--- src/rtl/multi_cycle_control_unit_pkg.sv ---
// Shared definitions for the multi-cycle RV32I main control FSM:
// opcode constants, state encoding, datapath select encodings and
// the packed bundle of control outputs.
package multi_cycle_control_unit_pkg;

  // RV32I major opcodes (IR[6:0])
  localparam logic [6:0] OP_ARITHMETIC     = 7'b0110011;
  localparam logic [6:0] OP_ARITHMETIC_IMM = 7'b0010011;
  localparam logic [6:0] OP_LOAD           = 7'b0000011;
  localparam logic [6:0] OP_STORE          = 7'b0100011;
  localparam logic [6:0] OP_BRANCH         = 7'b1100011;
  localparam logic [6:0] OP_JAL            = 7'b1101111;
  localparam logic [6:0] OP_JALR           = 7'b1100111;
  localparam logic [6:0] OP_ECALL          = 7'b1110011;

  // Main FSM states
  typedef enum logic [2:0] {
    S_IF   = 3'd0,
    S_ID   = 3'd1,
    S_EX   = 3'd2,
    S_MEM  = 3'd3,
    S_WB   = 3'd4,
    S_BR   = 3'd5,
    S_HALT = 3'd6
  } state_t;

  // ALU decode mode handed to the ALU control unit
  localparam logic [1:0] ALU_CTRL_ADD    = 2'b00;
  localparam logic [1:0] ALU_CTRL_BRANCH = 2'b01;
  localparam logic [1:0] ALU_CTRL_RTYPE  = 2'b10;
  localparam logic [1:0] ALU_CTRL_OPCODE = 2'b11;

  // ALU operand B select
  localparam logic [1:0] ALUSRCB_B    = 2'b00;
  localparam logic [1:0] ALUSRCB_FOUR = 2'b01;
  localparam logic [1:0] ALUSRCB_IMM  = 2'b10;

  // Register-file write data select
  localparam logic [1:0] MEMTOREG_ALU = 2'b00;
  localparam logic [1:0] MEMTOREG_MDR = 2'b01;
  localparam logic [1:0] MEMTOREG_PC4 = 2'b10;

  // All Moore control outputs decoded from the state
  typedef struct packed {
    logic       pc_write;
    logic       pc_source;
    logic       i_or_d;
    logic       mem_read;
    logic       mem_write;
    logic       ir_write;
    logic [1:0] mem_to_reg;
    logic       reg_write;
    logic       alu_src_a;
    logic [1:0] alu_src_b;
    logic [1:0] alu_ctrl_op;
    logic       is_ecall;
    logic       is_halted;
  } ctrl_t;

  // Opcodes this control unit knows how to execute; anything else is a NOP
  function automatic logic is_known_opcode(input logic [6:0] op);
    logic known;
    known = 1'b0;
    case (op)
      OP_ARITHMETIC, OP_ARITHMETIC_IMM, OP_LOAD, OP_STORE,
      OP_BRANCH, OP_JAL, OP_JALR, OP_ECALL: known = 1'b1;
      default: known = 1'b0;
    endcase
    return known;
  endfunction

endpackage

--- src/rtl/multi_cycle_control_unit_mem_wait_timer.sv ---
// Memory wait watchdog: counts consecutive cycles spent waiting on
// mem_ready in a memory-access state and flags the cycle on which the
// MEM_TIMEOUT-th wait elapses without a response. MEM_TIMEOUT = 0 disables it.
module mem_wait_timer #(
  parameter int MEM_TIMEOUT = 0,
  parameter int TIMER_W     = 8
) (
  input  logic clk,
  input  logic reset,
  input  logic waiting,
  input  logic mem_ready,
  output logic timeout
);

  // Count value during the last permitted wait cycle
  localparam logic [TIMER_W-1:0] LIMIT = (MEM_TIMEOUT > 0) ? TIMER_W'(MEM_TIMEOUT - 1) : '0;
  localparam logic [TIMER_W-1:0] SAT   = '1;
  localparam logic               ENABLE = (MEM_TIMEOUT > 0);

  logic [TIMER_W-1:0] count;

  // Count wait cycles; a response or leaving the access state clears, the top value holds
  always_ff @(posedge clk or negedge reset) begin
    if (!reset) begin
      count <= '0;
    end else if (!waiting || mem_ready) begin
      count <= '0;
    end else if (count != SAT) begin
      count <= count + TIMER_W'(1);
    end
  end

  // A response in the final permitted cycle still completes normally
  assign timeout = ENABLE && waiting && !mem_ready && (count >= LIMIT);

endmodule

--- src/rtl/multi_cycle_control_unit.sv ---
// Main control FSM of the multi-cycle RV32I core. Sequences
// IF/ID/EX/MEM/WB/BR, drives all datapath enables and selects, waits on a
// variable-latency unified memory and halts on ecall or memory timeout.
module multi_cycle_control_unit
  import multi_cycle_control_unit_pkg::*;
#(
  parameter int MEM_TIMEOUT = 0,
  parameter int TIMER_W     = 8
) (
  input  logic       clk,
  input  logic       reset,
  input  logic [6:0] opcode,
  input  logic       bcond,
  input  logic       halt_req,
  input  logic       mem_ready,
  output logic       pc_write,
  output logic       pc_source,
  output logic       i_or_d,
  output logic       mem_read,
  output logic       mem_write,
  output logic       ir_write,
  output logic [1:0] mem_to_reg,
  output logic       reg_write,
  output logic       alu_src_a,
  output logic [1:0] alu_src_b,
  output logic [1:0] alu_ctrl_op,
  output logic       is_ecall,
  output logic       is_halted,
  output logic       mem_error
);

  state_t state;
  state_t state_nxt;
  ctrl_t  ctrl;
  logic   waiting;
  logic   timeout;
  logic   mem_error_q;

  assign waiting = (state == S_IF) || (state == S_MEM);

  mem_wait_timer #(
    .MEM_TIMEOUT (MEM_TIMEOUT),
    .TIMER_W     (TIMER_W)
  ) u_mem_wait_timer (
    .clk       (clk),
    .reset     (reset),
    .waiting   (waiting),
    .mem_ready (mem_ready),
    .timeout   (timeout)
  );

  // State register; reset abandons any access in flight and restarts at fetch
  always_ff @(posedge clk or negedge reset) begin
    if (!reset) begin
      state <= S_IF;
    end else begin
      state <= state_nxt;
    end
  end

  // Sticky memory error, only cleared by reset
  always_ff @(posedge clk or negedge reset) begin
    if (!reset) begin
      mem_error_q <= 1'b0;
    end else if (timeout) begin
      mem_error_q <= 1'b1;
    end
  end

  // Next-state and Moore output decode; outputs forced low while in reset
  always_comb begin
    state_nxt = state;
    ctrl      = '0;
    case (state)
      S_IF: begin
        ctrl.mem_read = 1'b1;
        ctrl.ir_write = mem_ready;
        if (mem_ready) begin
          state_nxt = S_ID;
        end else if (timeout) begin
          state_nxt = S_HALT;
        end
      end
      S_ID: begin
        // ALUOut captures PC+4 for JAL/JALR link and the WB increment
        ctrl.alu_src_b   = ALUSRCB_FOUR;
        ctrl.alu_ctrl_op = ALU_CTRL_ADD;
        ctrl.is_ecall    = (opcode == OP_ECALL);
        if (opcode == OP_ECALL) begin
          state_nxt = halt_req ? S_HALT : S_WB;
        end else if (!is_known_opcode(opcode)) begin
          state_nxt = S_WB;
        end else begin
          state_nxt = S_EX;
        end
      end
      S_EX: begin
        case (opcode)
          OP_ARITHMETIC: begin
            ctrl.alu_src_a   = 1'b1;
            ctrl.alu_src_b   = ALUSRCB_B;
            ctrl.alu_ctrl_op = ALU_CTRL_RTYPE;
            state_nxt        = S_WB;
          end
          OP_ARITHMETIC_IMM: begin
            ctrl.alu_src_a   = 1'b1;
            ctrl.alu_src_b   = ALUSRCB_IMM;
            ctrl.alu_ctrl_op = ALU_CTRL_OPCODE;
            state_nxt        = S_WB;
          end
          OP_LOAD, OP_STORE: begin
            ctrl.alu_src_a   = 1'b1;
            ctrl.alu_src_b   = ALUSRCB_IMM;
            ctrl.alu_ctrl_op = ALU_CTRL_ADD;
            state_nxt        = S_MEM;
          end
          OP_BRANCH: begin
            ctrl.alu_src_a   = 1'b1;
            ctrl.alu_src_b   = ALUSRCB_B;
            ctrl.alu_ctrl_op = ALU_CTRL_BRANCH;
            state_nxt        = bcond ? S_BR : S_WB;
          end
          OP_JAL, OP_JALR: begin
            // Jump target from the ALU this cycle; link value PC+4 already sits in ALUOut
            ctrl.alu_src_a   = (opcode == OP_JALR);
            ctrl.alu_src_b   = ALUSRCB_IMM;
            ctrl.alu_ctrl_op = ALU_CTRL_ADD;
            ctrl.pc_write    = 1'b1;
            ctrl.reg_write   = 1'b1;
            ctrl.mem_to_reg  = MEMTOREG_PC4;
            state_nxt        = S_IF;
          end
          default: begin
            state_nxt = S_WB;
          end
        endcase
      end
      S_MEM: begin
        ctrl.i_or_d    = 1'b1;
        ctrl.mem_read  = (opcode == OP_LOAD);
        ctrl.mem_write = (opcode == OP_STORE);
        if (mem_ready) begin
          state_nxt = S_WB;
        end else if (timeout) begin
          state_nxt = S_HALT;
        end
      end
      S_BR: begin
        ctrl.alu_src_b   = ALUSRCB_IMM;
        ctrl.alu_ctrl_op = ALU_CTRL_ADD;
        ctrl.pc_write    = 1'b1;
        state_nxt        = S_IF;
      end
      S_WB: begin
        ctrl.alu_src_b   = ALUSRCB_FOUR;
        ctrl.alu_ctrl_op = ALU_CTRL_ADD;
        ctrl.pc_write    = 1'b1;
        ctrl.reg_write   = (opcode == OP_ARITHMETIC) || (opcode == OP_ARITHMETIC_IMM) ||
                           (opcode == OP_LOAD);
        ctrl.mem_to_reg  = (opcode == OP_LOAD) ? MEMTOREG_MDR : MEMTOREG_ALU;
        state_nxt        = S_IF;
      end
      S_HALT: begin
        ctrl.is_halted = 1'b1;
      end
      default: begin
        state_nxt = S_IF;
      end
    endcase
    if (!reset) begin
      ctrl = '0;
    end
  end

  assign pc_write    = ctrl.pc_write;
  assign pc_source   = ctrl.pc_source;
  assign i_or_d      = ctrl.i_or_d;
  assign mem_read    = ctrl.mem_read;
  assign mem_write   = ctrl.mem_write;
  assign ir_write    = ctrl.ir_write;
  assign mem_to_reg  = ctrl.mem_to_reg;
  assign reg_write   = ctrl.reg_write;
  assign alu_src_a   = ctrl.alu_src_a;
  assign alu_src_b   = ctrl.alu_src_b;
  assign alu_ctrl_op = ctrl.alu_ctrl_op;
  assign is_ecall    = ctrl.is_ecall;
  assign is_halted   = ctrl.is_halted;
  assign mem_error   = mem_error_q & reset;

endmodule

--- config.mk ---
export PLATFORM = sky130hd
export DESIGN_NAME = multi_cycle_control_unit
export DESIGN_NICKNAME = d
export VERILOG_FILES = /design/src/rtl/multi_cycle_control_unit_pkg.sv /design/src/rtl/multi_cycle_control_unit_mem_wait_timer.sv /design/src/rtl/multi_cycle_control_unit.sv
export SDC_FILE = /design/constraint.sdc
export NUM_CORES = 1
export LEC_CHECK = 0
export ABC_CLOCK_PERIOD_IN_PS = 3900
export CAP_MARGIN = 20
export CORE_AREA = 2 2 39 41
export DETAILED_ROUTE_END_ITERATION = 10
export DIE_AREA = 0 0 41 43
export PLACE_DENSITY = 0.8
export SYNTH_ARGS = -nofsm -noshare
export SYNTH_HDL_FRONTEND = slang
export SYNTH_SLANG_ARGS = --single-unit
--- constraint.sdc ---
create_clock -name clk -period 3.9 [get_ports clk]
set_input_delay 0.39 -clock clk [delete_from_list [all_inputs] [get_ports clk]]
set_output_delay 0.39 -clock clk [all_outputs]
set_load 0.03 [all_outputs]
==> results of run 1 <==
-- cells in the mapped netlist (all sizes together) (2+ instances only) --
master	n
a21oi	6
buf	6
nor2	5
nor3	5
o21ai	5
inv	4
nand2	4
nand2b	4
dfrtp	3
nand3	3
nor4	3
or2	3
nand3b	2
-- per-layer routing --
layer	GRT usage, %	part of all wire (%)	vias up
li1	-	-	308
met1	23.30	46	258
met2	27.81	49	14
met3	4.188	5.7	0
met4	8.000	0	0
met5	0	0	-
-- final timing paths --
kind / start / endpoint / cells past startpoint
worst max-delay path: opcode[6] / reg_write / 6
worst min-delay path: reset / state[0] / 1
worst min register to register: state[0] / state[0] / 1
max in group asynchronous: reset / state[2] / 1
worst max register to register: state[1] / state[1] / 3
min in group clk: state[0] / state[0] / 1
-- area by class of cell --
| type | instances | area [um^2] | share of cell area (%) |
|---|---|---|---|
| clock buffer | 4 | 26.28 | 3.443 |
| inverter | 4 | 15.01 | 1.967 |
| multi-input combinational | 59 | 366.6 | 48.03 |
| sequential | 3 | 75.07 | 9.836 |
| tap | 16 | 20.02 | 2.623 |
| timing repair buffer | 26 | 260.3 | 34.10 |
-- worst register-to-register path, stage by stage, from the launching register on --
cell	delay (ns)
dfrtp_1	0.48
nand2b_1	0.24
a2111oi_2	0.34
a31o_1	0.14
-- per-stage QoR --
stage / instances / util [%] / cell area [um^2] / setup WS, ns / total power, mW
4_1_cts: 112 / 55.15 / 763.2 / 0.9377 / 0.2630
2_1_floorplan: 73 / - / 506.7 / 1.536 / 0.1665
3_3_place_gp: 108 / 53.25 / 737.0 / 0.9783 / 0.2018
6_report: 112 / 55.15 / 763.2 / 0.9201 / 0.2582
3_5_place_dp: 108 / 53.25 / 737.0 / 0.9345 / 0.2035
5_1_grt: 112 / 55.15 / 763.2 / 0.8520 / 0.2812
-- kinds of logic (layout without fill, tap and decap cells) --
logic type / after synthesis / after routing / share of synthesized area [%]
AO/OA/AOI/OAI: 19 / 19 / 25.62
XOR/XNOR: 1 / 1 / 1.742
flip-flops: 3 / 3 / 14.92
buffers and inverters: 11 / 34 / 12.93
AND/OR/NAND/NOR: 37 / 37 / 44.03
other: 1 / 2 / 0.7456
-- power by group through the flow --
| stage | sequential [mW] | combinational (mW) | clock, mW |
|---|---|---|---|
| floorplan | 0.0429 | 0.124 | 0 |
| global placement | 0.0596 | 0.142 | 0 |
| detailed placement | 0.0597 | 0.144 | 0 |
| CTS | 0.0595 | 0.145 | 0.0588 |
| global route | 0.0623 | 0.156 | 0.0629 |
| finish | 0.0595 | 0.144 | 0.0546 |
==> run metrics, run 1 <==
fmax 0.3356 GHz; highest-delay cell along the critical path clkdlybuf4s50_1; post-synth design cell area 503.0 um^2; Site Rows 14; sequential area share after synthesis 14.93%; placeable core area 1384 um^2; number of register bits inferred by synthesis 3; DRT Wirelength 1324 um; Clk Latency, worst-skew pair 0.23 ns; Synth async-reset ratio 100.0%; Clock power frac 21.1%; Sequential Power Share 23.1%; Critical Setup Path Class in -> out; maximum ir drop on the vdd rail 0.2643 mV; antenna fix cells 0; number of resized instances in the post-cts repair step 0; residual antenna-violating net count after detailed routing 0; path category of the worst min-delay check in -> async; DIE HEIGHT 43 um; number of antenna violations at the first check in global routing 0; Layout area overhead 51.74%; crit path DAT 2.59 ns; IO buf count 26; crit-path leading delay family buffers and inverters; First DRT Iteration DRCs 2; maximum number of pins on one net before global-route repair 12; crit path buf inv count 2; Routed wire per std cell 11.82 um; final number of setup-violating endpoints 0; Top reg by flops state; run status complete, no violations; total global routing overflow 0; power density over the cells 338.3 nW/um^2; most common flop cell mapped by yosys dfrtp_1; die area 1763 um^2; number of setup buffers added after CTS 0; Final nets 109; worst stage delay on the critical path 0.73 ns; worst hold slack 0.3693 ns; Mapped Avg Cell Area 6.986 um^2; share of post-route cells with drive strength above 1 10.42%; number of flip-flops under the largest register name 3; via count 580; clock tree sinks 3; proportion of netlist area held by the largest area contributor 14.93%; Critical Path Fanout Max 9; static leakage power 0.2682 nW; Power Internal 142.8 uW; commonest non-fill, non-tap cell in the layout clkdlybuf4s50_1; number of clock buffers inserted by TritonCTS 3; number of buffers on the longest clock path 2; Net Switching 115.4 uW; hold bufs inserted after CTS 0; DR pass1 iterations 4; Yosys Warn Count 0; Post-synth EDFFs 0; Data required, critical path 3.51 ns; die extent in x 41 um; initial cell density of the core 36.35%; number of DRC violations after detailed routing 0; minimum clock period 2.980 ns; most frequent cells in the layout clkdlybuf4s50_1 (26), a21oi_1 (6), nor3_1 (5); proportion of total power due to net switching 44.70%; worst reg-to-reg setup slack 2.64 ns; endpoints failing hold 0; cell repeated most along the worst path clkdlybuf4s50_1; clock root buffer clkbuf_4; deepest level of the CTS H-tree 1; ports placed on the boundary 29; clock skew after layout 0.001969 ns; biggest regs state: 3 flops; number of distinct library cells after synthesis 38; number of max-capacitance violations reported 0; critical path endpoint category output pin; RSZ-0062 raised after global routing no; global-route wire length before repair 2235 um; Yosys top cell by area dfrtp_1; CP cell instances clkdlybuf4s50_1 > and4_1 > nand3_1 > or2_4 > o41ai_1 > clkdlybuf4s50_1; filler cell count in the final layout 153; Tcrit/Tclk final 76.41%; Overall Global Routing Usage 18.21%; total negative slack for setup checks 0 ns; post-synthesis cell count 72; vias in the first global route 536; dominant cells by area after synthesis dfrtp_1 (15%), a21oi_1 (6.0%), buf_4 (6.0%), nand2b_1 (5.0%), nor3_1 (5.0%); logic gate share of total power 55.8%; average via count per standard cell 5.179; register clock-pin slew on the reported worst setup and hold paths 0.04 ns; number of slew-limit violations in the final report 0; last weighted congestion value of the routability-driven placer 0.8337; TritonCTS clock tree done; crit start category input port; HPWL after detailed placement 1012 um
No activity file was read; power rests on OpenSTA's default activity.
==> run 2: changes to the inputs <==
--- a/config.mk
+++ b/config.mk
@@ -5,12 +5,12 @@
 export SDC_FILE = /design/constraint.sdc
 export NUM_CORES = 1
 export LEC_CHECK = 0
-export ABC_CLOCK_PERIOD_IN_PS = 3900
+export ABC_CLOCK_PERIOD_IN_PS = 2900
 export CAP_MARGIN = 20
-export CORE_AREA = 2 2 39 41
+export CORE_MARGIN = 1
+export CORE_UTILIZATION = 36
 export DETAILED_ROUTE_END_ITERATION = 10
-export DIE_AREA = 0 0 41 43
-export PLACE_DENSITY = 0.8
+export PLACE_DENSITY = 0.77
 export SYNTH_ARGS = -nofsm -noshare
 export SYNTH_HDL_FRONTEND = slang
 export SYNTH_SLANG_ARGS = --single-unit
==> constraint.sdc (replaced) <==
create_clock -name clk -period 2.9 [get_ports clk]
set_input_delay 0.29 -clock clk [delete_from_list [all_inputs] [get_ports clk]]
set_output_delay 0.29 -clock clk [all_outputs]
set_load 0.03 [all_outputs]
==> run metrics, run 2 (synthesized netlist as in run 1, its figures left out) <==
run status complete, no violations (unchanged); maximum ir drop on the vdd rail 0.3397 mV (was 0.2643 mV); path category of the worst min-delay check in -> async (unchanged); number of DRC violations after detailed routing 0 (unchanged); Top reg by flops state (unchanged); Tcrit/Tclk final 91.72%; deepest level of the CTS H-tree 1 (unchanged); crit path DAT 2.37 ns (was 2.59 ns); initial cell density of the core 38.65% (was 36.35%); TritonCTS clock tree done (unchanged); worst hold slack 0.2686 ns (was 0.3693 ns); Critical Path Fanout Max 5 (was 9); commonest non-fill, non-tap cell in the layout clkdlybuf4s50_1 (unchanged); placeable core area 1301 um^2 (was 1384 um^2); highest-delay cell along the critical path clkdlybuf4s50_1 (unchanged); RSZ-0062 raised after global routing no (unchanged); Critical Path Source opcode[1] (was opcode[6]); hold bufs inserted after CTS 0 (unchanged); Final WS setup 0.2402 ns (was 0.9201 ns); HPWL after detailed placement 1092 um (was 1012 um); static leakage power 0.2824 nW (was 0.2682 nW); number of buffers on the longest clock path 2 (unchanged); crit path buf inv count 2 (unchanged); number of antenna violations at the first check in global routing 0 (unchanged); DR pass1 iterations 4 (unchanged); via count 646 (was 580); crit start category input port (unchanged); clock skew after layout 0.01003 ns (was 0.001969 ns); vias in the first global route 514 (was 536); final number of setup-violating endpoints 0 (unchanged); most frequent cells in the layout clkdlybuf4s50_1 (26), a21oi_1 (6), nor3_1 (5) (unchanged); number of setup buffers added after CTS 0 (unchanged); register clock-pin slew on the reported worst setup and hold paths 0.04 ns (about the same); IO buf count 26 (unchanged); total negative slack for setup checks 0 ns (unchanged); CP cell instances clkdlybuf4s50_1 > nand3b_1 > nand3b_1 > or3_1 > a21oi_1 > clkdlybuf4s50_1 (was clkdlybuf4s50_1 > and4_1 > nand3_1 > or2_4 > o41ai_1 > clkdlybuf4s50_1); worst stage delay on the critical path 0.68 ns (was 0.73 ns); average via count per standard cell 5.667 (was 5.179); number of clock buffers inserted by TritonCTS 3 (unchanged); die area 1551 um^2 (was 1763 um^2); pre-CTS WS 0.2557 ns (was 0.9345 ns); Routed wire per std cell 12.39 um (was 11.82 um); number of slew-limit violations in the final report 0 (unchanged); Critical Setup Path Class in -> out (unchanged); global-route wire length before repair 2201 um (was 2235 um); last weighted congestion value of the routability-driven placer 0.8615 (was 0.8337); DIE HEIGHT 39.38 um (was 43 um); Clk Latency, worst-skew pair 0.24 ns (was 0.23 ns); endpoints failing hold 0 (unchanged); share of post-route cells with drive strength above 1 13.13% (was 10.42%); number of flip-flops under the largest register name 3 (unchanged); number of max-capacitance violations reported 0 (unchanged); clock tree sinks 3 (unchanged); Final nets 112 (was 109); reg2reg path depth 3 (unchanged); Overall Global Routing Usage 20.47% (was 18.21%); clock root buffer clkbuf_4 (unchanged); die extent in x 39.38 um (was 41 um); total global routing overflow 0 (unchanged); Final Util 60.29% (was 55.15%); minimum clock period 2.660 ns; CP Depth 6 (unchanged); fmax 0.3760 GHz; antenna fix cells 0 (unchanged); maximum number of pins on one net before global-route repair 12 (unchanged); r2r startpoint state[1] (unchanged); Layout area overhead 55.97% (was 51.74%); number of resized instances in the post-cts repair step 0 (unchanged); power density over the cells 459.1 nW/um^2 (was 338.3 nW/um^2); ports placed on the boundary 29 (unchanged); crit-path leading delay family buffers and inverters (unchanged); residual antenna-violating net count after detailed routing 0 (unchanged); critical path endpoint category output pin (unchanged); Data required, critical path 2.61 ns (was 3.51 ns); DRT Wirelength 1412 um (was 1324 um); biggest regs state: 3 flops (unchanged); First DRT Iteration DRCs 6 (was 2); Site Rows 13 (was 14)
run 2: metal layers:
layer  part of all wire (%)  global-route usage (%)  vias up
met5                      0                       0        -
met1                     45                   25.84      298
li1                       -                       -      317
met4                   0.42                  0.8621        0
met3                    4.2                   5.682        2
met2                     50                   35.83       29
run 2: layout make-up:
class / count / area (um^2)
clock buffer: 4 / 26.28
fill: 126 / 516.7
inverter: 4 / 15.01
multi-input combinational: 59 / 366.6
sequential: 3 / 75.07
tap: 15 / 18.77
timing repair buffer: 29 / 282.8
run 2: power by group:
part	switching, mW	internal (mW)
combinational	0.109	0.0930
clock	0.0241	0.0517
sequential	0.0289	0.0536
run 2: path summary, 6_finish.rpt:
check	endpoint	slack [ns]
max	mem_read	0.24
min	state[2]	0.27
max reg2reg	state[1]	1.60
min reg2reg	state[0]	0.64
max in group asynchronous	state[0]	2.43
min in group clk	state[0]	0.64
run 2: worst reg2reg max path, delay by kind of cell, from the launching register on:
family	cells	cell delay, ns
and+or+nand+nor	1	0.26
AOI/OAI and AO/OA	2	0.49
DFF	1	0.48
run 2: per-stage QoR:
| step | area, um^2 | total power [mW] | instances |
|---|---|---|---|
| after detailed placement | 758.2 | 0.2844 | 110 |
| after global placement | 758.2 | 0.2818 | 110 |
| final | 784.5 | 0.3602 | 114 |
| after floorplan | 506.7 | 0.2239 | 73 |
| after global routing | 784.5 | 0.3880 | 114 |
| after CTS | 784.5 | 0.3640 | 114 |
